[config.mk]
export PLATFORM = sky130hd
export DESIGN_NAME = cr_seq_ctrl_flat
export DESIGN_NICKNAME = d
export VERILOG_FILES = /design/src/rtl/dp_cr_pkg.sv /design/src/rtl/cr_seq_ctrl_if.sv /design/src/rtl/cr_seq_timer.sv /design/src/rtl/cr_seq_ctrl.sv /design/src/flat_wrapper.sv
export SDC_FILE = /design/constraint.sdc
export NUM_CORES = 1
export LEC_CHECK = 0
export ABC_AREA = 1
export CAP_MARGIN = 20
export CELL_PAD_IN_SITES_DETAIL_PLACEMENT = 1
export CELL_PAD_IN_SITES_GLOBAL_PLACEMENT = 1
export CORE_MARGIN = 2
export CORE_UTILIZATION = 37
export DETAILED_ROUTE_END_ITERATION = 10
export PLACE_DENSITY_LB_ADDON = 0.1
export SYNTH_ARGS = -nofsm -noshare
export SYNTH_HDL_FRONTEND = slang
export SYNTH_HIERARCHICAL = 1
export SYNTH_SLANG_ARGS = --single-unit
[constraint.sdc]
create_clock -name clk -period 4.15 [get_ports clk]
set_input_delay 0.83 -clock clk [delete_from_list [all_inputs] [get_ports clk]]
set_output_delay 0.83 -clock clk [all_outputs]
set_load 0.01 [all_outputs]
[src/rtl/dp_cr_pkg.sv]
// -----------------------------------------------------------------------------
// dp_cr_pkg
// Shared types and constants for the DisplayPort clock-recovery sequencer:
//   cr_seq_state_t : Gray-coded 3-bit sequencer state
//   BW_* / LC_*    : link bandwidth and lane-count codes
//   TMR_W          : width of the sequencer timers
//   lane_mask()    : active-lane mask for a lane-count code
// No ports (package).
// -----------------------------------------------------------------------------
package dp_cr_pkg;

  // Gray sequence along the normal flow IDLE->APPLY->WAIT_INT->REQ_STS->EVAL
  typedef enum logic [2:0] {
    ST_IDLE     = 3'b000,
    ST_APPLY    = 3'b001,
    ST_WAIT_INT = 3'b011,
    ST_REQ_STS  = 3'b010,
    ST_EVAL     = 3'b110,
    ST_WAIT_CHK = 3'b111,
    ST_PASS     = 3'b101,
    ST_FAIL     = 3'b100
  } cr_seq_state_t;

  localparam logic [7:0] BW_RBR  = 8'h06;
  localparam logic [7:0] BW_HBR  = 8'h0A;
  localparam logic [7:0] BW_HBR2 = 8'h14;
  localparam logic [7:0] BW_HBR3 = 8'h1E;

  localparam logic [1:0] LC_1 = 2'b00;
  localparam logic [1:0] LC_2 = 2'b01;
  localparam logic [1:0] LC_4 = 2'b11;

  localparam int TMR_W = 11;

  // The illegal code 2'b10 falls back to a single lane.
  function automatic logic [3:0] lane_mask(input logic [1:0] lc);
    case (lc)
      LC_2:    lane_mask = 4'b0011;
      LC_4:    lane_mask = 4'b1111;
      default: lane_mask = 4'b0001;
    endcase
  endfunction

endpackage

[src/rtl/cr_seq_ctrl_if.sv]
// -----------------------------------------------------------------------------
// cr_seq_ctrl_if
// Bundles every non-clock signal of the CR sequencer.
//   master : the sequencer (cr_seq_ctrl)
//   slave  : its environment (LPM, AUX status reader, cr_err_chk, PHY)
// Groups: LPM config/start, status request/response, checker handshake and
// verdict flags, current drive/link settings, tps1_en/busy.
// -----------------------------------------------------------------------------
interface cr_seq_ctrl_if;
  logic       config_param_vld;
  logic [7:0] link_bw;
  logic [1:0] link_lc;
  logic       cr_start;
  logic       sts_req;
  logic       sts_vld;
  logic [3:0] lane_cr_done;
  logic [7:0] sink_adj_vtg;
  logic [7:0] sink_adj_pre;
  logic       cr_chk_start;
  logic [7:0] adj_vtg;
  logic [7:0] adj_pre;
  logic       cr_completed;
  logic       fsm_cr_failed;
  logic       drive_setting_flag;
  logic       bw_flag;
  logic       lc_flag;
  logic       err_cr_failed;
  logic [7:0] new_bw_cr;
  logic [1:0] new_lc_cr;
  logic [7:0] cur_vtg;
  logic [7:0] cur_pre;
  logic [7:0] cur_bw;
  logic [1:0] cur_lc;
  logic       tps1_en;
  logic       busy;

  modport master (
    input  config_param_vld, link_bw, link_lc, cr_start,
    input  sts_vld, lane_cr_done, sink_adj_vtg, sink_adj_pre,
    input  drive_setting_flag, bw_flag, lc_flag, err_cr_failed, new_bw_cr, new_lc_cr,
    output sts_req, cr_chk_start, adj_vtg, adj_pre, cr_completed, fsm_cr_failed,
    output cur_vtg, cur_pre, cur_bw, cur_lc, tps1_en, busy
  );

  modport slave (
    output config_param_vld, link_bw, link_lc, cr_start,
    output sts_vld, lane_cr_done, sink_adj_vtg, sink_adj_pre,
    output drive_setting_flag, bw_flag, lc_flag, err_cr_failed, new_bw_cr, new_lc_cr,
    input  sts_req, cr_chk_start, adj_vtg, adj_pre, cr_completed, fsm_cr_failed,
    input  cur_vtg, cur_pre, cur_bw, cur_lc, tps1_en, busy
  );
endinterface

[src/rtl/cr_seq_timer.sv]
// -----------------------------------------------------------------------------
// cr_seq_timer
// Loadable down-counter that stops at zero (never wraps).
//   clk, rst    : clock, synchronous active-high reset (count -> 0)
//   i_load      : load i_load_val this cycle
//   i_load_val  : value to load
//   o_expired   : count is zero
// After a load of N the count reaches zero N cycles later, so a wait of
// N+1 cycles is obtained by loading N.
// -----------------------------------------------------------------------------
module cr_seq_timer
  import dp_cr_pkg::*;
(
  input  logic             clk,
  input  logic             rst,
  input  logic             i_load,
  input  logic [TMR_W-1:0] i_load_val,
  output logic             o_expired
);

  logic [TMR_W-1:0] r_cnt;

  always_ff @(posedge clk) begin
    if (rst)                r_cnt <= '0;
    else if (i_load)        r_cnt <= i_load_val;
    else if (r_cnt != '0)   r_cnt <= r_cnt - 1'b1;
  end

  assign o_expired = (r_cnt == '0);

endmodule

[src/rtl/cr_seq_ctrl.sv]
// -----------------------------------------------------------------------------
// cr_seq_ctrl
// Source-side DisplayPort clock-recovery sequencer: applies drive settings
// with TPS1, waits the AUX read interval, requests lane status, hands failed
// lanes to cr_err_chk and applies its verdict (new drive, lower bandwidth,
// fewer lanes, or give up).
//   clk, rst : clock, synchronous active-high reset
//   cr_if    : cr_seq_ctrl_if.master (LPM, status reader, checker, PHY side)
// Parameters: INTERVAL_CYC (settle wait), STS_TIMEOUT (status wait limit),
//             CHK_TIMEOUT (checker verdict wait limit), all in clock cycles.
// -----------------------------------------------------------------------------
module cr_seq_ctrl
  import dp_cr_pkg::*;
#(
  parameter int INTERVAL_CYC = 400,
  parameter int STS_TIMEOUT  = 1024,
  parameter int CHK_TIMEOUT  = 64
) (
  input  logic clk,
  input  logic rst,
  cr_seq_ctrl_if.master cr_if
);

  localparam logic [TMR_W-1:0] INT_LOAD = TMR_W'(INTERVAL_CYC - 1);
  localparam logic [TMR_W-1:0] STS_LOAD = TMR_W'(STS_TIMEOUT - 1);
  localparam logic [TMR_W-1:0] CHK_LOAD = TMR_W'(CHK_TIMEOUT - 1);

  cr_seq_state_t r_state, w_state_nxt;
  logic          r_tps1_en, w_tps1_nxt;
  logic [7:0]    r_cur_vtg, r_cur_pre, r_cur_bw;
  logic [7:0]    w_vtg_nxt, w_pre_nxt, w_bw_nxt;
  logic [1:0]    r_cur_lc, w_lc_nxt;
  logic [7:0]    r_adj_vtg, r_adj_pre;
  logic [3:0]    r_cr_done;
  logic          w_cap;
  logic          w_int_load, w_int_exp;
  logic          w_to_load, w_to_exp;
  logic [TMR_W-1:0] w_to_val;
  logic [3:0]    w_mask;
  logic          w_all_done;

  assign w_mask     = lane_mask(r_cur_lc);
  assign w_all_done = ((r_cr_done & w_mask) == w_mask);

  cr_seq_timer u_int_tmr (
    .clk        (clk),
    .rst        (rst),
    .i_load     (w_int_load),
    .i_load_val (INT_LOAD),
    .o_expired  (w_int_exp)
  );

  // Shared by the status wait and the checker wait; they never overlap.
  cr_seq_timer u_to_tmr (
    .clk        (clk),
    .rst        (rst),
    .i_load     (w_to_load),
    .i_load_val (w_to_val),
    .o_expired  (w_to_exp)
  );

  always_ff @(posedge clk) begin
    if (rst) begin
      r_state   <= ST_IDLE;
      r_tps1_en <= 1'b0;
      r_cur_vtg <= '0;
      r_cur_pre <= '0;
      r_cur_bw  <= '0;
      r_cur_lc  <= '0;
      r_adj_vtg <= '0;
      r_adj_pre <= '0;
      r_cr_done <= '0;
    end else begin
      r_state   <= w_state_nxt;
      r_tps1_en <= w_tps1_nxt;
      r_cur_vtg <= w_vtg_nxt;
      r_cur_pre <= w_pre_nxt;
      r_cur_bw  <= w_bw_nxt;
      r_cur_lc  <= w_lc_nxt;
      if (w_cap) begin
        r_cr_done <= cr_if.lane_cr_done;
        r_adj_vtg <= cr_if.sink_adj_vtg;
        r_adj_pre <= cr_if.sink_adj_pre;
      end
    end
  end

  always_comb begin
    w_state_nxt = r_state;
    w_tps1_nxt  = r_tps1_en;
    w_vtg_nxt   = r_cur_vtg;
    w_pre_nxt   = r_cur_pre;
    w_bw_nxt    = r_cur_bw;
    w_lc_nxt    = r_cur_lc;
    w_cap       = 1'b0;
    w_int_load  = 1'b0;
    w_to_load   = 1'b0;
    w_to_val    = STS_LOAD;
    case (r_state)
      ST_IDLE: begin
        if (cr_if.config_param_vld) begin
          w_bw_nxt  = cr_if.link_bw;
          w_lc_nxt  = cr_if.link_lc;
          w_vtg_nxt = '0;
          w_pre_nxt = '0;
        end
        if (cr_if.cr_start) w_state_nxt = ST_APPLY;
      end
      ST_APPLY: begin
        w_tps1_nxt  = 1'b1;
        w_int_load  = 1'b1;
        w_state_nxt = ST_WAIT_INT;
      end
      ST_WAIT_INT: begin
        if (w_int_exp) begin
          w_to_load   = 1'b1;
          w_to_val    = STS_LOAD;
          w_state_nxt = ST_REQ_STS;
        end
      end
      ST_REQ_STS: begin
        // A status arriving on the last allowed cycle still counts.
        if (cr_if.sts_vld) begin
          w_cap       = 1'b1;
          w_state_nxt = ST_EVAL;
        end else if (w_to_exp) begin
          w_state_nxt = ST_FAIL;
        end
      end
      ST_EVAL: begin
        if (w_all_done) begin
          w_state_nxt = ST_PASS;
        end else begin
          w_to_load   = 1'b1;
          w_to_val    = CHK_LOAD;
          w_state_nxt = ST_WAIT_CHK;
        end
      end
      ST_WAIT_CHK: begin
        if (cr_if.err_cr_failed) begin
          w_state_nxt = ST_FAIL;
        end else if (cr_if.bw_flag) begin
          // lc_flag is only meaningful together with bw_flag.
          w_bw_nxt    = cr_if.new_bw_cr;
          if (cr_if.lc_flag) w_lc_nxt = cr_if.new_lc_cr;
          w_vtg_nxt   = '0;
          w_pre_nxt   = '0;
          w_state_nxt = ST_APPLY;
        end else if (cr_if.drive_setting_flag) begin
          w_vtg_nxt   = r_adj_vtg;
          w_pre_nxt   = r_adj_pre;
          w_state_nxt = ST_APPLY;
        end else if (w_to_exp) begin
          w_state_nxt = ST_FAIL;
        end
      end
      ST_PASS: w_state_nxt = ST_IDLE;
      ST_FAIL: begin
        w_tps1_nxt  = 1'b0;
        w_state_nxt = ST_IDLE;
      end
      default: w_state_nxt = ST_IDLE;
    endcase
  end

  assign cr_if.sts_req       = (r_state == ST_REQ_STS);
  assign cr_if.cr_chk_start  = (r_state == ST_EVAL) && !w_all_done;
  assign cr_if.cr_completed  = (r_state == ST_PASS);
  assign cr_if.fsm_cr_failed = (r_state == ST_FAIL);
  assign cr_if.busy          = (r_state != ST_IDLE);
  assign cr_if.tps1_en       = r_tps1_en;
  assign cr_if.adj_vtg       = r_adj_vtg;
  assign cr_if.adj_pre       = r_adj_pre;
  assign cr_if.cur_vtg       = r_cur_vtg;
  assign cr_if.cur_pre       = r_cur_pre;
  assign cr_if.cur_bw        = r_cur_bw;
  assign cr_if.cur_lc        = r_cur_lc;

endmodule

[src/flat_wrapper.sv]
// flat-port wrapper written by rule: the top's interface ports become plain ports
module cr_seq_ctrl_flat import dp_cr_pkg::*;
#(
  parameter int INTERVAL_CYC = 400,
  parameter int STS_TIMEOUT  = 1024,
  parameter int CHK_TIMEOUT  = 64
)
  (clk, rst, cr_if_config_param_vld, cr_if_link_bw, cr_if_link_lc, cr_if_cr_start, cr_if_sts_vld, cr_if_lane_cr_done, cr_if_sink_adj_vtg, cr_if_sink_adj_pre, cr_if_drive_setting_flag, cr_if_bw_flag, cr_if_lc_flag, cr_if_err_cr_failed, cr_if_new_bw_cr, cr_if_new_lc_cr, cr_if_sts_req, cr_if_cr_chk_start, cr_if_adj_vtg, cr_if_adj_pre, cr_if_cr_completed, cr_if_fsm_cr_failed, cr_if_cur_vtg, cr_if_cur_pre, cr_if_cur_bw, cr_if_cur_lc, cr_if_tps1_en, cr_if_busy);
  cr_seq_ctrl_if cr_if_i ();
  input  logic clk;
  input  logic rst;
  input wire logic [$bits(cr_if_i.config_param_vld)-1:0] cr_if_config_param_vld;
  input wire logic [$bits(cr_if_i.link_bw)-1:0] cr_if_link_bw;
  input wire logic [$bits(cr_if_i.link_lc)-1:0] cr_if_link_lc;
  input wire logic [$bits(cr_if_i.cr_start)-1:0] cr_if_cr_start;
  input wire logic [$bits(cr_if_i.sts_vld)-1:0] cr_if_sts_vld;
  input wire logic [$bits(cr_if_i.lane_cr_done)-1:0] cr_if_lane_cr_done;
  input wire logic [$bits(cr_if_i.sink_adj_vtg)-1:0] cr_if_sink_adj_vtg;
  input wire logic [$bits(cr_if_i.sink_adj_pre)-1:0] cr_if_sink_adj_pre;
  input wire logic [$bits(cr_if_i.drive_setting_flag)-1:0] cr_if_drive_setting_flag;
  input wire logic [$bits(cr_if_i.bw_flag)-1:0] cr_if_bw_flag;
  input wire logic [$bits(cr_if_i.lc_flag)-1:0] cr_if_lc_flag;
  input wire logic [$bits(cr_if_i.err_cr_failed)-1:0] cr_if_err_cr_failed;
  input wire logic [$bits(cr_if_i.new_bw_cr)-1:0] cr_if_new_bw_cr;
  input wire logic [$bits(cr_if_i.new_lc_cr)-1:0] cr_if_new_lc_cr;
  output wire logic [$bits(cr_if_i.sts_req)-1:0] cr_if_sts_req;
  output wire logic [$bits(cr_if_i.cr_chk_start)-1:0] cr_if_cr_chk_start;
  output wire logic [$bits(cr_if_i.adj_vtg)-1:0] cr_if_adj_vtg;
  output wire logic [$bits(cr_if_i.adj_pre)-1:0] cr_if_adj_pre;
  output wire logic [$bits(cr_if_i.cr_completed)-1:0] cr_if_cr_completed;
  output wire logic [$bits(cr_if_i.fsm_cr_failed)-1:0] cr_if_fsm_cr_failed;
  output wire logic [$bits(cr_if_i.cur_vtg)-1:0] cr_if_cur_vtg;
  output wire logic [$bits(cr_if_i.cur_pre)-1:0] cr_if_cur_pre;
  output wire logic [$bits(cr_if_i.cur_bw)-1:0] cr_if_cur_bw;
  output wire logic [$bits(cr_if_i.cur_lc)-1:0] cr_if_cur_lc;
  output wire logic [$bits(cr_if_i.tps1_en)-1:0] cr_if_tps1_en;
  output wire logic [$bits(cr_if_i.busy)-1:0] cr_if_busy;
  assign cr_if_i.config_param_vld = cr_if_config_param_vld;
  assign cr_if_i.link_bw = cr_if_link_bw;
  assign cr_if_i.link_lc = cr_if_link_lc;
  assign cr_if_i.cr_start = cr_if_cr_start;
  assign cr_if_i.sts_vld = cr_if_sts_vld;
  assign cr_if_i.lane_cr_done = cr_if_lane_cr_done;
  assign cr_if_i.sink_adj_vtg = cr_if_sink_adj_vtg;
  assign cr_if_i.sink_adj_pre = cr_if_sink_adj_pre;
  assign cr_if_i.drive_setting_flag = cr_if_drive_setting_flag;
  assign cr_if_i.bw_flag = cr_if_bw_flag;
  assign cr_if_i.lc_flag = cr_if_lc_flag;
  assign cr_if_i.err_cr_failed = cr_if_err_cr_failed;
  assign cr_if_i.new_bw_cr = cr_if_new_bw_cr;
  assign cr_if_i.new_lc_cr = cr_if_new_lc_cr;
  assign cr_if_sts_req = cr_if_i.sts_req;
  assign cr_if_cr_chk_start = cr_if_i.cr_chk_start;
  assign cr_if_adj_vtg = cr_if_i.adj_vtg;
  assign cr_if_adj_pre = cr_if_i.adj_pre;
  assign cr_if_cr_completed = cr_if_i.cr_completed;
  assign cr_if_fsm_cr_failed = cr_if_i.fsm_cr_failed;
  assign cr_if_cur_vtg = cr_if_i.cur_vtg;
  assign cr_if_cur_pre = cr_if_i.cur_pre;
  assign cr_if_cur_bw = cr_if_i.cur_bw;
  assign cr_if_cur_lc = cr_if_i.cur_lc;
  assign cr_if_tps1_en = cr_if_i.tps1_en;
  assign cr_if_busy = cr_if_i.busy;
  cr_seq_ctrl #(.INTERVAL_CYC(INTERVAL_CYC), .STS_TIMEOUT(STS_TIMEOUT), .CHK_TIMEOUT(CHK_TIMEOUT)) u_core (.clk(clk), .rst(rst), .cr_if(cr_if_i));
endmodule
# After elaboration in Yosys (flattened, before gate mapping)
# Index checks and enable logic that the tools add are counted.
[word_totals] reg_bits=72 inputBits=49
[classes] add_sub_neg=2 eq_ne=17 muxes=41 bitwise_logic=1 reduce_logical=18
[ops] operator="2-to-1 mux 8 bit" n=10
[ops] operator="one-hot mux 8 bit (2 select lines)" n=3
[ops] operator="2-to-1 mux 11 bit" n=3
[ops] operator="zero test 11 bit" n=2
[ops] operator="nonzero test 11 bit" n=2
[ops] operator="subtractor 11 x 1 -> 11 bit, second input constant" n=2
[ops] operator="2-to-1 mux 3 bit" n=7
[ops] operator="one-hot mux 3 bit (7 select lines)" n=1
[ops] operator="2-to-1 mux 9 bit" n=2
[ops] operator="equality test 3 bit, second input constant" n=4
[ops] operator="inequality test 2 bit, second input constant" n=6
[ops] operator="2-to-1 mux 10 bit" n=1
[ops] operator="2-to-1 mux 2 bit" n=5
[ops] operator="one-hot mux 4 bit (2 select lines)" n=1
[ops] operator="AND reduction 4 bit" n=2
[ops] operator="nonzero test 2 bit" n=4
[ops] operator="equality test 3 x 2 -> 1 bit, second input constant" n=2
[ops] operator="2-to-1 mux 1 bit" n=5
[ops] operator="AND reduction 5 bit" n=1
[ops] operator="AND 4 bit" n=1
[ops] operator="equality test 4 bit" n=1
[ops] operator="one-hot mux 1 bit (2 select lines)" n=2
[ops] operator="one-hot mux 2 bit (2 select lines)" n=1
[ops] operator="OR reduction 2 bit" n=2
[ops] operator="9 further kinds" n=9

# Logic depth before layout (Yosys ltp)
[logic_depth] ltp_word=7 ltp_mapped=14 depth_no_buf=13

# Modules after synthesis
# The synthesis kept the hierarchy.
[modules_own_cells] module="cr_seq_ctrl" instances=1 cells_each=361 area_each_um2=2359.8 seq_area_each_um2=1001.0
[modules_own_cells] module="cr_seq_timer" instances=2 cells_each=117 area_each_um2=739.5 seq_area_each_um2=220.2

# Least setup slack after synthesis
# No wires, ideal clock.
[synth_path] path_type="register to register" startpoint="register u_core.u_int_tmr.r_cnt[0]" endpoint="register u_core.u_to_tmr.r_cnt[8]" t_arrival_ns=1.824 required_time_ns=4.020 setup_slack_ns=2.196 path_stages_with_launch=13 path_buffers=0 synth_period_minus_slack_ns=1.954 path_cell_list="dfxtp_1 -> inv_1 -> ha_1 -> nand3_1 -> nor3_1 -> nand2_1 -> nor2_1 -> nand3_1 -> nand2_1 -> inv_1 -> or2_2 -> nand3_1 -> nor2_1"
[synth_via] elab_chain_cells=4 elab_cells_between_ends=5 cone_classes="mux (3); reduce/logical (2)"
[synth_rtl] item="from (decl)" line="cr_seq_timer.sv:21" text="logic [TMR_W-1:0] r_cnt;"
[synth_rtl] item="from (signal assigned)" line="cr_seq_timer.sv:25" text="else if (i_load) r_cnt <= i_load_val;"
[synth_rtl] item="from (signal assigned)" line="cr_seq_timer.sv:26" text="else if (r_cnt != '0) r_cnt <= r_cnt - 1'b1;"
[synth_rtl] item="zero test 11 bit (*)" line="cr_seq_timer.sv:29" text="assign o_expired = (r_cnt == '0);"
[synth_rtl] item="named net u_core.w_int_exp" line="cr_seq_ctrl.sv:36" text="logic w_int_load, w_int_exp;"
[synth_rtl] item="2-to-1 mux 1 bit (*)" line="cr_seq_ctrl.sv:115" text="if (w_int_exp) begin"
[synth_rtl] item="one-hot mux 1 bit (2 select lines) (*)" line="cr_seq_ctrl.sv:99" text="case (r_state)"
[synth_rtl] item="named net u_core.w_to_load" line="cr_seq_ctrl.sv:37" text="logic w_to_load, w_to_exp;"
[synth_rtl] item="2-to-1 mux 11 bit or nonzero test 2 bit (tied branches)"
[synth_rtl] item="to (signal assigned)" line="cr_seq_timer.sv:25"
[synth_rtl] item="to (signal assigned)" line="cr_seq_timer.sv:26"
[synth_rtl] item="to (decl)" line="cr_seq_timer.sv:21"
# The timed path passes the listed nets; every way through them passes the cells marked *.
# A chain may end at the register's enable or synchronous reset.

# Final worst setup path
[layout_path] startpoint="register u_core.r_state[1]" endpoint="output port cr_if_cr_chk_start"
[layout_via] elab_chain_cells=2
[layout_rtl] item="from (decl)" line="cr_seq_ctrl.sv:28" text="cr_seq_state_t r_state, w_state_nxt;"
[layout_rtl] item="from (signal assigned)" line="cr_seq_ctrl.sv:74" text="r_state <= w_state_nxt;"
[layout_rtl] item="equality test 3 bit" line="cr_seq_ctrl.sv:167" text="assign cr_if.cr_chk_start = (r_state == ST_EVAL) && !w_all_done;"
[layout_rtl] item="logical AND 1 bit" line="cr_seq_ctrl.sv:167"
[layout_rtl] item="to (decl)" line="flat_wrapper.sv:27" text="output wire logic [$bits(cr_if_i.cr_chk_start)-1:0] cr_if_cr_chk_start;"
# No other way between the ends.

==> reports/results.ini <==
[global_route]
grtUsageTotal_pct = 20.9
grt_pass1_wl_um = 18800
grt_max_degree = 46
antenna_found_initial = 0
grt_overflow = 0
grt_pass1_vias = 4042

[synthesis]
netlist_area_sq_um = 3840
yosys_warnings = 6
synth_top_cell_by_area = dfxtp_1
synthCells = 595
synthTopCellsByArea = dfxtp_1 38%, nand2_1 17%, nor2_1 12%
ys_ff_latch = 72
ys_seq_area_share_pct = 37.5
synth.top_cell.area_share_pct = 37.5
synth_area_per_cell_sq_um = 6.45
synthDistinctLibCells = 33

[detailed_routing]
routedWlPerCell_um = 13.1
drt_iter0_markers = 95
ant_nets = 0
drt_wl_total_um = 11000
num_vias = 3966
dr.pass1.iters = 4
viasPerCell = 4.73
drc = 0

[worst_setup_path]
slowest_stage = clkdlybuf4s50_1
worstPathBufferInverterCount = 2
path_cells = nand2_1 -> nor2_1 -> nand2_1 -> inv_1 -> clkdlybuf4s50_1
critPathTopFamily = buffers and inverters
start_kind = flop
crit_path_frequent_cell = nand2_1
crit_required_ns = 3.32
path_max_fanout = 8
cp-end-kind = output pin
crit_type = reg2out
cp_data_arrival_time_ns = 2.00
slowest_delay_ns = 0.54

[layout]
final_cell_mix = 170 x nand2_1, 123 x nor2_1, 96 x clkdlybuf4s50_1
antennaDiodeCount = 0
layout.cells.non_filler = 839
drive_gt1_share_pct = 7.25
layout.nets = 750
layout_commonest_cell = nand2_1
finish.utilization_pct = 50.4
area_growth_pct = 33.8

[place]
io_buffers = 96
dp_hpwl_um = 8350
gp_congestion = 0.843
dp_cells = 824

[sta]
rsz0062_at_grt = false
skew_ns = 0.00562
max-slew-margin-rel_pct = 55.5
fin_crit_sh_pct = 68.2
slew_viol_final = 0
tightestPinTransition_ns = 0.667
fin_crit_ns = 2.83
setup_violations = 0
fin_setup_tns_ns = 0
max_clock_freq_ghz = 0.353
hold_ws_ns = 0.488
hold_viol = 0

[die]
die-area_sq_um = 11200
coreArea_sq_um = 10200
row_count = 37
die_w_um = 106
start_util_pct = 37.7
io_pins = 97
die_y_um = 106

[clock_network]
ctsHoldBuffers = 0
clk_pin_slew_ns = 0.08
clock-sinks = 72
clock_path_buffers = 2
clock_latency_ns = 0.36
postCtsSetupRepairBufs = 0
post_cts_resized = 0
cts_made_buffers = 9
cts_tree = done
htreeDepth = 3
root_buffer = clkbuf_8

[power]
seqPwrFrac_pct = 32.6
vdd_drop_max_mv = 0.343
p_int_mw = 1.79
leakagePower_nw = 2.32
power_switching_mw = 1.27
clkPwrFrac_pct = 19.9
comb_power_share_pct = 47.5
p_sw_share_pct = 41.5
power_density_nw_per_um2 = 597

[run_status]
outcome = completed

[run]
cap_violations = 0

[worst_hold_path]
hp-class = reg2reg

[flip-flops by register name, summed over array words and instances, names as in the netlist]
register / cells
u_core/cr_if.cur_bw: 8
u_core/cr_if.cur_vtg: 8
u_core/cr_if.adj_vtg: 8
u_core/u_to_tmr/r_cnt: 11
u_core/cr_if.tps1_en: 1
u_core/r_cr_done: 4
u_core/r_state: 3
u_core/cr_if.adj_pre: 8
u_core/cr_if.cur_lc: 2
u_core/u_int_tmr/r_cnt: 11
u_core/cr_if.cur_pre: 8
[cell type report]
cell class                 instances  area, sq um
timing repair buffer              99          983
sequential                        72         1440
clock buffer                      10          128
inverter                          64          250
fill                            1363         5050
tap                              136          170
clock inverter                     5         81.3
multi-input combinational        453         2080
[power groups by stage]
| stage | combinational, mW | clock, mW | sequential (mW) |
|---|---|---|---|
| 2_1_floorplan | 1.00 | 0 | 1.02 |
| 3_3_place_gp | 1.41 | 0 | 1.01 |
| 3_5_place_dp | 1.46 | 0 | 1.02 |
| 4_1_cts | 1.47 | 0.633 | 1.00 |
| 5_1_grt | 1.66 | 0.660 | 1.03 |
| 6_report | 1.46 | 0.611 | 0.999 |
[through the flow]
step                power, mW  cell area [sq um]  worst slack, ns
finish                   3.07               5140             1.32
global route             3.35               5140             1.11
CTS                      3.11               5140             1.30
detailed placement       2.48               4930             1.35
global placement         2.42               4930             1.38
floorplan                2.03               3900             2.20
[final timing paths]
kind | to | startpoint | slack, ns | depth (start not counted)
worst max-delay path | cr_if_cr_chk_start | u_core/r_state[1]$_SDFFE_PP0P_ | 1.32 | 5
worst min-delay path | u_core/r_cr_done[2]$_SDFFE_PP0P_ | u_core/r_cr_done[2]$_SDFFE_PP0P_ | 0.49 | 2
worst max register to register | u_core/u_to_tmr/r_cnt[8]$_SDFFE_PP0P_ | u_core/u_int_tmr/r_cnt[0]$_SDFFE_PP0P_ | 1.42 | 12
worst min register to register | u_core/r_cr_done[2]$_SDFFE_PP0P_ | u_core/r_cr_done[2]$_SDFFE_PP0P_ | 0.49 | 2
[layer usage]
metal  share of wire, %  vias up  track usage (%)
li1                   -     2029                -
met1                 44     1866             25.2
met2                 51       55             37.4
met3                2.6       16             3.15
met4                1.6        0             7.61
met5                  0        -                0
[cells by family after synthesis]
| kind of cell | Yosys count | share of synthesized area, % |
|---|---|---|
| xor gates and xnor gates | 4 | 0.913 |
| muxes | 2 | 0.522 |
| buffers and inverters | 86 | 9.78 |
| and+or+nand+nor | 357 | 40.5 |
| other | 2 | 0.196 |
| DFF | 72 | 37.5 |
| adders and majority gates | 2 | 0.652 |
| AOI/OAI and AO/OA | 70 | 9.88 |
[worst reg2reg max path, stage by stage (launching register included)]
cell and delay, ns:
dfxtp_1 0.34, inv_1 0.13, ha_1 0.30, nand3_1 0.14, nor3_1 0.23, nand2_1 0.11
nor2_1 0.14, nand3_1 0.11, nand2_1 0.33, inv_1 0.30, or2_2 0.34, nand3_1 0.09
nor2_1 0.04
[Yosys cell counts]
cell type,n
o21a_1,1
ha_1,2
nand3b_4,1
inv_1,58
buf_2,10
conb_1,2
a31oi_1,1
clkinv_1,1
nand3b_1,1
dfxtp_1,72
xor2_1,2
a21oi_2,5
nand4_1,5
nand3_4,2
nand3_1,25
o21ai_0,36
nor2_4,6
nor2_2,2
clkbuf_1,8
clkinv_4,2
o21bai_1,2
nand2_2,4
buf_6,4
nand2_4,6
xnor2_1,2
nand2_1,170
or2_2,3
inv_2,3
o22ai_1,1
mux2i_1,2
nor2_1,123
a21oi_1,24
nor3_1,9
Power figures use the tool's default switching activity.
